## src/rtl/qsys_m1_arbiter.sv

```systemverilog
// Two-requester arbiter sharing one Avalon-MM master: alternating priority on
// contention, one command per grant, and an in-order read-ID FIFO for steering returns.
module qsys_m1_arbiter #(
  parameter int MAX_RD = 4
) (
  input  logic        csi_MCLK_clk,
  input  logic        rsi_MRST_reset_n,
  input  logic [31:0] avs_S0_address,
  input  logic [31:0] avs_S0_writedata,
  input  logic [3:0]  avs_S0_byteenable,
  input  logic        avs_S0_read,
  input  logic        avs_S0_write,
  output logic [31:0] avs_S0_readdata,
  output logic        avs_S0_readdatavalid,
  output logic        avs_S0_waitrequest,
  input  logic [31:0] avs_S1_address,
  input  logic [31:0] avs_S1_writedata,
  input  logic [3:0]  avs_S1_byteenable,
  input  logic        avs_S1_read,
  input  logic        avs_S1_write,
  output logic [31:0] avs_S1_readdata,
  output logic        avs_S1_readdatavalid,
  output logic        avs_S1_waitrequest,
  output logic [31:0] avm_M1_address,
  output logic [31:0] avm_M1_writedata,
  output logic [3:0]  avm_M1_byteenable,
  output logic        avm_M1_read,
  output logic        avm_M1_write,
  input  logic [31:0] avm_M1_readdata,
  input  logic        avm_M1_readdatavalid,
  input  logic        avm_M1_waitrequest,
  output logic        coe_ERR_orphan
);

  localparam int PW = $clog2(MAX_RD);
  localparam int CW = PW + 1;

  typedef enum logic {ST_IDLE, ST_BUSY} state_t;

  state_t            r_state, w_state_nxt;
  logic              r_gnt, w_gnt_nxt;
  logic              r_last, w_last_nxt;
  logic [MAX_RD-1:0] r_fifo;
  logic [PW-1:0]     r_wptr, r_rptr;
  logic [CW-1:0]     r_count;
  logic              r_orphan;

  logic w_req0, w_req1, w_busy, w_sel_rd, w_sel_wr, w_full;
  logic w_accept, w_push, w_pop, w_head, w_gnt_wait;

  assign w_req0   = avs_S0_read | avs_S0_write;
  assign w_req1   = avs_S1_read | avs_S1_write;
  assign w_busy   = (r_state == ST_BUSY);
  assign w_sel_rd = r_gnt ? avs_S1_read  : avs_S0_read;
  assign w_sel_wr = r_gnt ? avs_S1_write : avs_S0_write;
  assign w_full   = (r_count == CW'(MAX_RD));

  assign avm_M1_address    = r_gnt ? avs_S1_address    : avs_S0_address;
  assign avm_M1_writedata  = r_gnt ? avs_S1_writedata  : avs_S0_writedata;
  assign avm_M1_byteenable = r_gnt ? avs_S1_byteenable : avs_S0_byteenable;
  // Reads are held off while every read ID slot is in use; writes still pass.
  assign avm_M1_read       = w_busy & w_sel_rd & ~w_full;
  assign avm_M1_write      = w_busy & w_sel_wr;

  assign w_accept   = (avm_M1_read | avm_M1_write) & ~avm_M1_waitrequest;
  assign w_push     = w_accept & avm_M1_read;
  assign w_pop      = avm_M1_readdatavalid & (r_count != '0);
  assign w_head     = r_fifo[r_rptr];
  assign w_gnt_wait = avm_M1_waitrequest | (w_full & w_sel_rd & ~w_sel_wr);

  assign avs_S0_waitrequest   = w_busy ? (r_gnt  | w_gnt_wait) : w_req0;
  assign avs_S1_waitrequest   = w_busy ? (~r_gnt | w_gnt_wait) : w_req1;
  assign avs_S0_readdatavalid = w_pop & ~w_head;
  assign avs_S1_readdatavalid = w_pop & w_head;
  assign avs_S0_readdata      = avm_M1_readdata;
  assign avs_S1_readdata      = avm_M1_readdata;
  assign coe_ERR_orphan       = r_orphan;

  always_comb begin
    w_state_nxt = r_state;
    w_gnt_nxt   = r_gnt;
    w_last_nxt  = r_last;
    case (r_state)
      ST_IDLE: begin
        if (w_req0 | w_req1) begin
          w_state_nxt = ST_BUSY;
          w_gnt_nxt   = (w_req0 & w_req1) ? ~r_last : w_req1;
        end
      end
      ST_BUSY: begin
        if (w_accept) begin
          w_state_nxt = ST_IDLE;
          w_last_nxt  = r_gnt;
        end else if (!(w_sel_rd | w_sel_wr)) begin
          w_state_nxt = ST_IDLE;
        end
      end
      default: w_state_nxt = ST_IDLE;
    endcase
  end

  always_ff @(posedge csi_MCLK_clk or negedge rsi_MRST_reset_n) begin
    if (!rsi_MRST_reset_n) begin
      r_state <= ST_IDLE;
      r_gnt   <= 1'b0;
      r_last  <= 1'b1;
    end else begin
      r_state <= w_state_nxt;
      r_gnt   <= w_gnt_nxt;
      r_last  <= w_last_nxt;
    end
  end

  // ID storage needs no reset: an entry is only read after it has been written.
  always_ff @(posedge csi_MCLK_clk) begin
    if (w_push) r_fifo[r_wptr] <= r_gnt;
  end

  always_ff @(posedge csi_MCLK_clk or negedge rsi_MRST_reset_n) begin
    if (!rsi_MRST_reset_n) begin
      r_wptr   <= '0;
      r_rptr   <= '0;
      r_count  <= '0;
      r_orphan <= 1'b0;
    end else begin
      if (w_push) r_wptr <= r_wptr + PW'(1);
      if (w_pop)  r_rptr <= r_rptr + PW'(1);
      case ({w_push, w_pop})
        2'b10:   r_count <= r_count + CW'(1);
        2'b01:   r_count <= r_count - CW'(1);
        default: r_count <= r_count;
      endcase
      if (avm_M1_readdatavalid && (r_count == '0)) r_orphan <= 1'b1;
    end
  end

endmodule

```

## config.mk

```make
export PLATFORM = sky130hd
export DESIGN_NAME = qsys_m1_arbiter
export DESIGN_NICKNAME = d
export VERILOG_FILES = /design/src/rtl/qsys_m1_arbiter.sv
export SDC_FILE = /design/constraint.sdc
export NUM_CORES = 1
export LEC_CHECK = 0
export BUFFER_PORTS_ARGS = -buffer_cell sky130_fd_sc_hd__clkbuf_2
export CAP_MARGIN = 10
export CELL_PAD_IN_SITES_DETAIL_PLACEMENT = 0
export CELL_PAD_IN_SITES_GLOBAL_PLACEMENT = 1
export CORE_AREA = 2 2 124 126
export DETAILED_ROUTE_END_ITERATION = 6
export DIE_AREA = 0 0 126 128
export GPL_TIMING_DRIVEN = 0
export PLACE_DENSITY_LB_ADDON = 0.1
export SKIP_LAST_GASP = 1
export SYNTH_ARGS = -nofsm -noshare
export SYNTH_HDL_FRONTEND = slang
export SYNTH_SLANG_ARGS = --single-unit
```

## constraint.sdc

```tcl
create_clock -name csi_MCLK_clk -period 2.1 [get_ports csi_MCLK_clk]
set_clock_uncertainty 0.1 [all_clocks]
set_input_delay 0.42 -clock csi_MCLK_clk [delete_from_list [all_inputs] [get_ports csi_MCLK_clk]]
set_output_delay 0.42 -clock csi_MCLK_clk [all_outputs]
set_load 0.01 [all_outputs]
```

==> run metrics <==
placed cell area 3820 µm²; Internal Power 2280 µW; hold endpoint coe_ERR_orphan; synthesized cell area 2180 µm²; CP cell instances mux2i_4, nor3_4, inv_1, ha_2, inv_1, fa_1, xor2_1, nor2_1, xor2_1; initial antenna violation count 0; YS warnings 0; layout cells sized above 1 0.876; largest cells by area after synthesis mux2_2 35%, buf_4 22%, dfrtp_1 11%, edfxtp_1 5.5%, ha_1 2.9%; Mapped Nets 401; EDFF count, synth 4; GR peak layer met2; synthesized instance count 219; I/O pin count 315; cell area after layout 4080 µm²; Die X-Extent 126 µm; pin count of the biggest net entering global routing 12; total gr overflow 0; Slew headroom 0.810; area of the multi-input gates 1260 µm²; initial DRC count 74; Routed WL per cell 13.7 µm; routing usage on met2 0.219; # fillers 1690; pwr dens 937 nW/µm²; global placer's final weighted congestion 0.751; Comb pwr share 0.756; Seq pwr share 0.147; drt pass-1 iters 4; Crit. End Element flip-flop; GRT Total Usage 0.106; Clock Sinks 15; vias in the first global route 2489; clk root buf clkbuf_16; PortBufs 282; maximum vdd drop 0.338 mV; slowest stage delay, CP 0.41 ns; ANT nets after route 0; share of the synthesized area in the top cell type 0.352; hold depth 2; clk slew on worst S/H paths 0.05 ns; Psw 1550 µW; CTS max path bufs 2; area grow syn2layout 87.5%; post-synth cell types 37; most common flop cell mapped by yosys dfrtp_1; fin nets 700; CTS H-Tree Depth 1; Synth Register Bits 15; Core Area 14900 µm²; Detailed Place HPWL 8.67 mm; met1 Track Usage GR 0.112; routed vias/inst 3.70; first-pass GRT wire length 13.4 mm; Slew Viols, Final 0; met3 layer usage reported by global route 0.0154; fin crit share 0.982; antenna cells 0; CP Launch Type flip-flop; outcome complete, no violations; Arr. time, crit path 2.13 ns; min Tclk post-route 2.06 ns; Leakage 0.00227 µW; Die H 128 µm; f_max 0.485 GHz; Skew-Pair Late Insertion Delay 0.25 ns; CP delay by family, top adder cells; die area 16100 µm²; area occupied by registers 400 µm²; CTS buffer count 3; power share of the clock group 0.098; Data required, critical path 2.17 ns; Post-synth ARST share 0.733; unrepaired setup endpoints after global routing yes; detailed-route DRC error count 0; switch share 0.405; crit path max fanout 3; Hold Crit Class input pin to flip-flop; Worst R2R Path Depth 9; via count 2607; Final Hold Vio Count 0; Buf+Inv Stages, Crit Path 2; CTS tree yes; Rows 45; Seq/Total Area, Yosys 0.182; Max Cap Viol 0; Finish-stage setup viols 0; slowest CP cell dfrtp_2; RR Startpoint r_gnt; DRT Wirelength 9.65 mm; hold_sp avm_M1_readdatavalid; FF-to-FF End r_count[2]; largest area contributor in the netlist mux2_2; setup TNS 0 ns; Crit Path Category flip-flop to flip-flop; Starting Density 0.147; Avg Cell Area, Syn 9.95 µm²; worst slew pin tran 0.277 ns; reg2reg setup slack 0.04 ns
state kept, by name, indices dropped and copies added (netlist names):
register and count:
r_fifo 4, r_count 3, r_rptr 2, r_wptr 2, coe_ERR_orphan 1, r_gnt 1, r_last 1, r_state 1
repair_timing:
action                                  4_1_cts  5_1_grt
hold buffers                                  1        0
endpoints found under the hold margin        10        0
endpoints found under the setup margin       73       50
pin swaps                                     4        4
resized for setup                            17       14
setup buffers                                 8        3
cell type report:
class                   count  area share
repair buffers            294       0.370
inverters                   6     0.00551
clock buffers               4      0.0193
plain buffers              73       0.141
well taps                 188      0.0576
multi-input cells         125       0.309
flip-flops and latches     15      0.0980
kinds of logic after synthesis:
group,Yosys count,synth area share
AO/OA/AOI/OAI,15,0.0488
AND/OR/NAND/NOR,25,0.0735
adder cells (fa/ha/maj),6,0.0379
flip-flops,15,0.182
buffers and inverters,79,0.251
multiplexers,73,0.383
XOR/XNOR,6,0.0241
metal layers:
metal  vias to the layer above  wire, µm  part of all wire
li1                       1288         -                 -
met1                      1158      3240              0.34
met2                       156      5570              0.58
met3                         5       765             0.079
met4                         0        74            0.0077
met5                         -         0                 0
metrics by stage:
step                power, µW   util  std cells  hold slack [ns]  setup slack, ns
detailed placement       3210  0.257        689            0.233           -0.256
global route             4130  0.275        705            0.311          -0.0615
finish                   3820  0.275        705            0.295           0.0376
CTS                      3800  0.270        702            0.293         -0.00288
floorplan                2240      -        219           0.0244           0.0450
global placement         3210  0.257        689            0.231           -0.212
synthesized netlist by cell type, types with 2 or more instances:
library cell	number
mux2_2	68
buf_4	64
dfrtp_1	10
buf_2	8
nor2_1	7
inv_1	6
and2_1	5
ha_1	5
edfxtp_1	4
o21ai_0	4
a21o_1	3
nor2b_1	3
xnor2_1	3
xor2_1	3
a21oi_1	2
mux2i_1	2
nand2_1	2
worst register-to-register path: stages (launching register included):
cell and delay, ns:
dfrtp_2 0.41, mux2i_4 0.29, nor3_4 0.07, inv_1 0.06, ha_2 0.18, inv_1 0.06
fa_1 0.37, xor2_1 0.15, nor2_1 0.13, xor2_1 0.15
layout by cell type, fill, tap and decap left out, types with 2 or more instances in the layout:
| cell type | Yosys | layout |
|---|---|---|
| clkbuf_2 | 0 | 282 |
| buf_4 | 64 | 75 |
| mux2_2 | 68 | 68 |
| buf_6 | 0 | 9 |
| nor2_1 | 7 | 7 |
| dfrtp_1 | 10 | 7 |
| inv_1 | 6 | 6 |
| and2_1 | 5 | 5 |
| ha_1 | 5 | 4 |
| edfxtp_1 | 4 | 4 |
| nor2b_1 | 3 | 3 |
| a21o_1 | 3 | 3 |
| xnor2_1 | 3 | 3 |
| xor2_1 | 3 | 3 |
| clkbuf_16 | 0 | 3 |
| dfrtp_2 | 0 | 3 |
| mux2i_1 | 2 | 2 |
| o21ai_2 | 0 | 2 |
| a21oi_1 | 2 | 2 |
| nand2_1 | 2 | 2 |
| o21ai_0 | 4 | 2 |
power by group through the flow:
stage | clock, µW | sequential (µW) | combinational, µW
floorplan | 0 | 550 | 1690
global placement | 0 | 583 | 2630
detailed placement | 0 | 586 | 2630
CTS | 383 | 564 | 2860
global route | 398 | 583 | 3150
finish | 373 | 561 | 2890
worst max-delay path by stage:
stage | slack [ns] | startpoint | to | cells past startpoint
after floorplan | 0.04 | r_gnt | r_count[2] | 9
after global placement | -0.21 | avs_S0_read | r_count[2] | 10
after detailed placement | -0.26 | avs_S0_read | r_count[2] | 10
after CTS | -0.003 | r_gnt | avm_M1_address[18] | 4
after global routing | -0.06 | r_gnt | r_count[2] | 9
final | 0.04 | r_gnt | r_count[2] | 9
(Power assumes the default switching activity.)
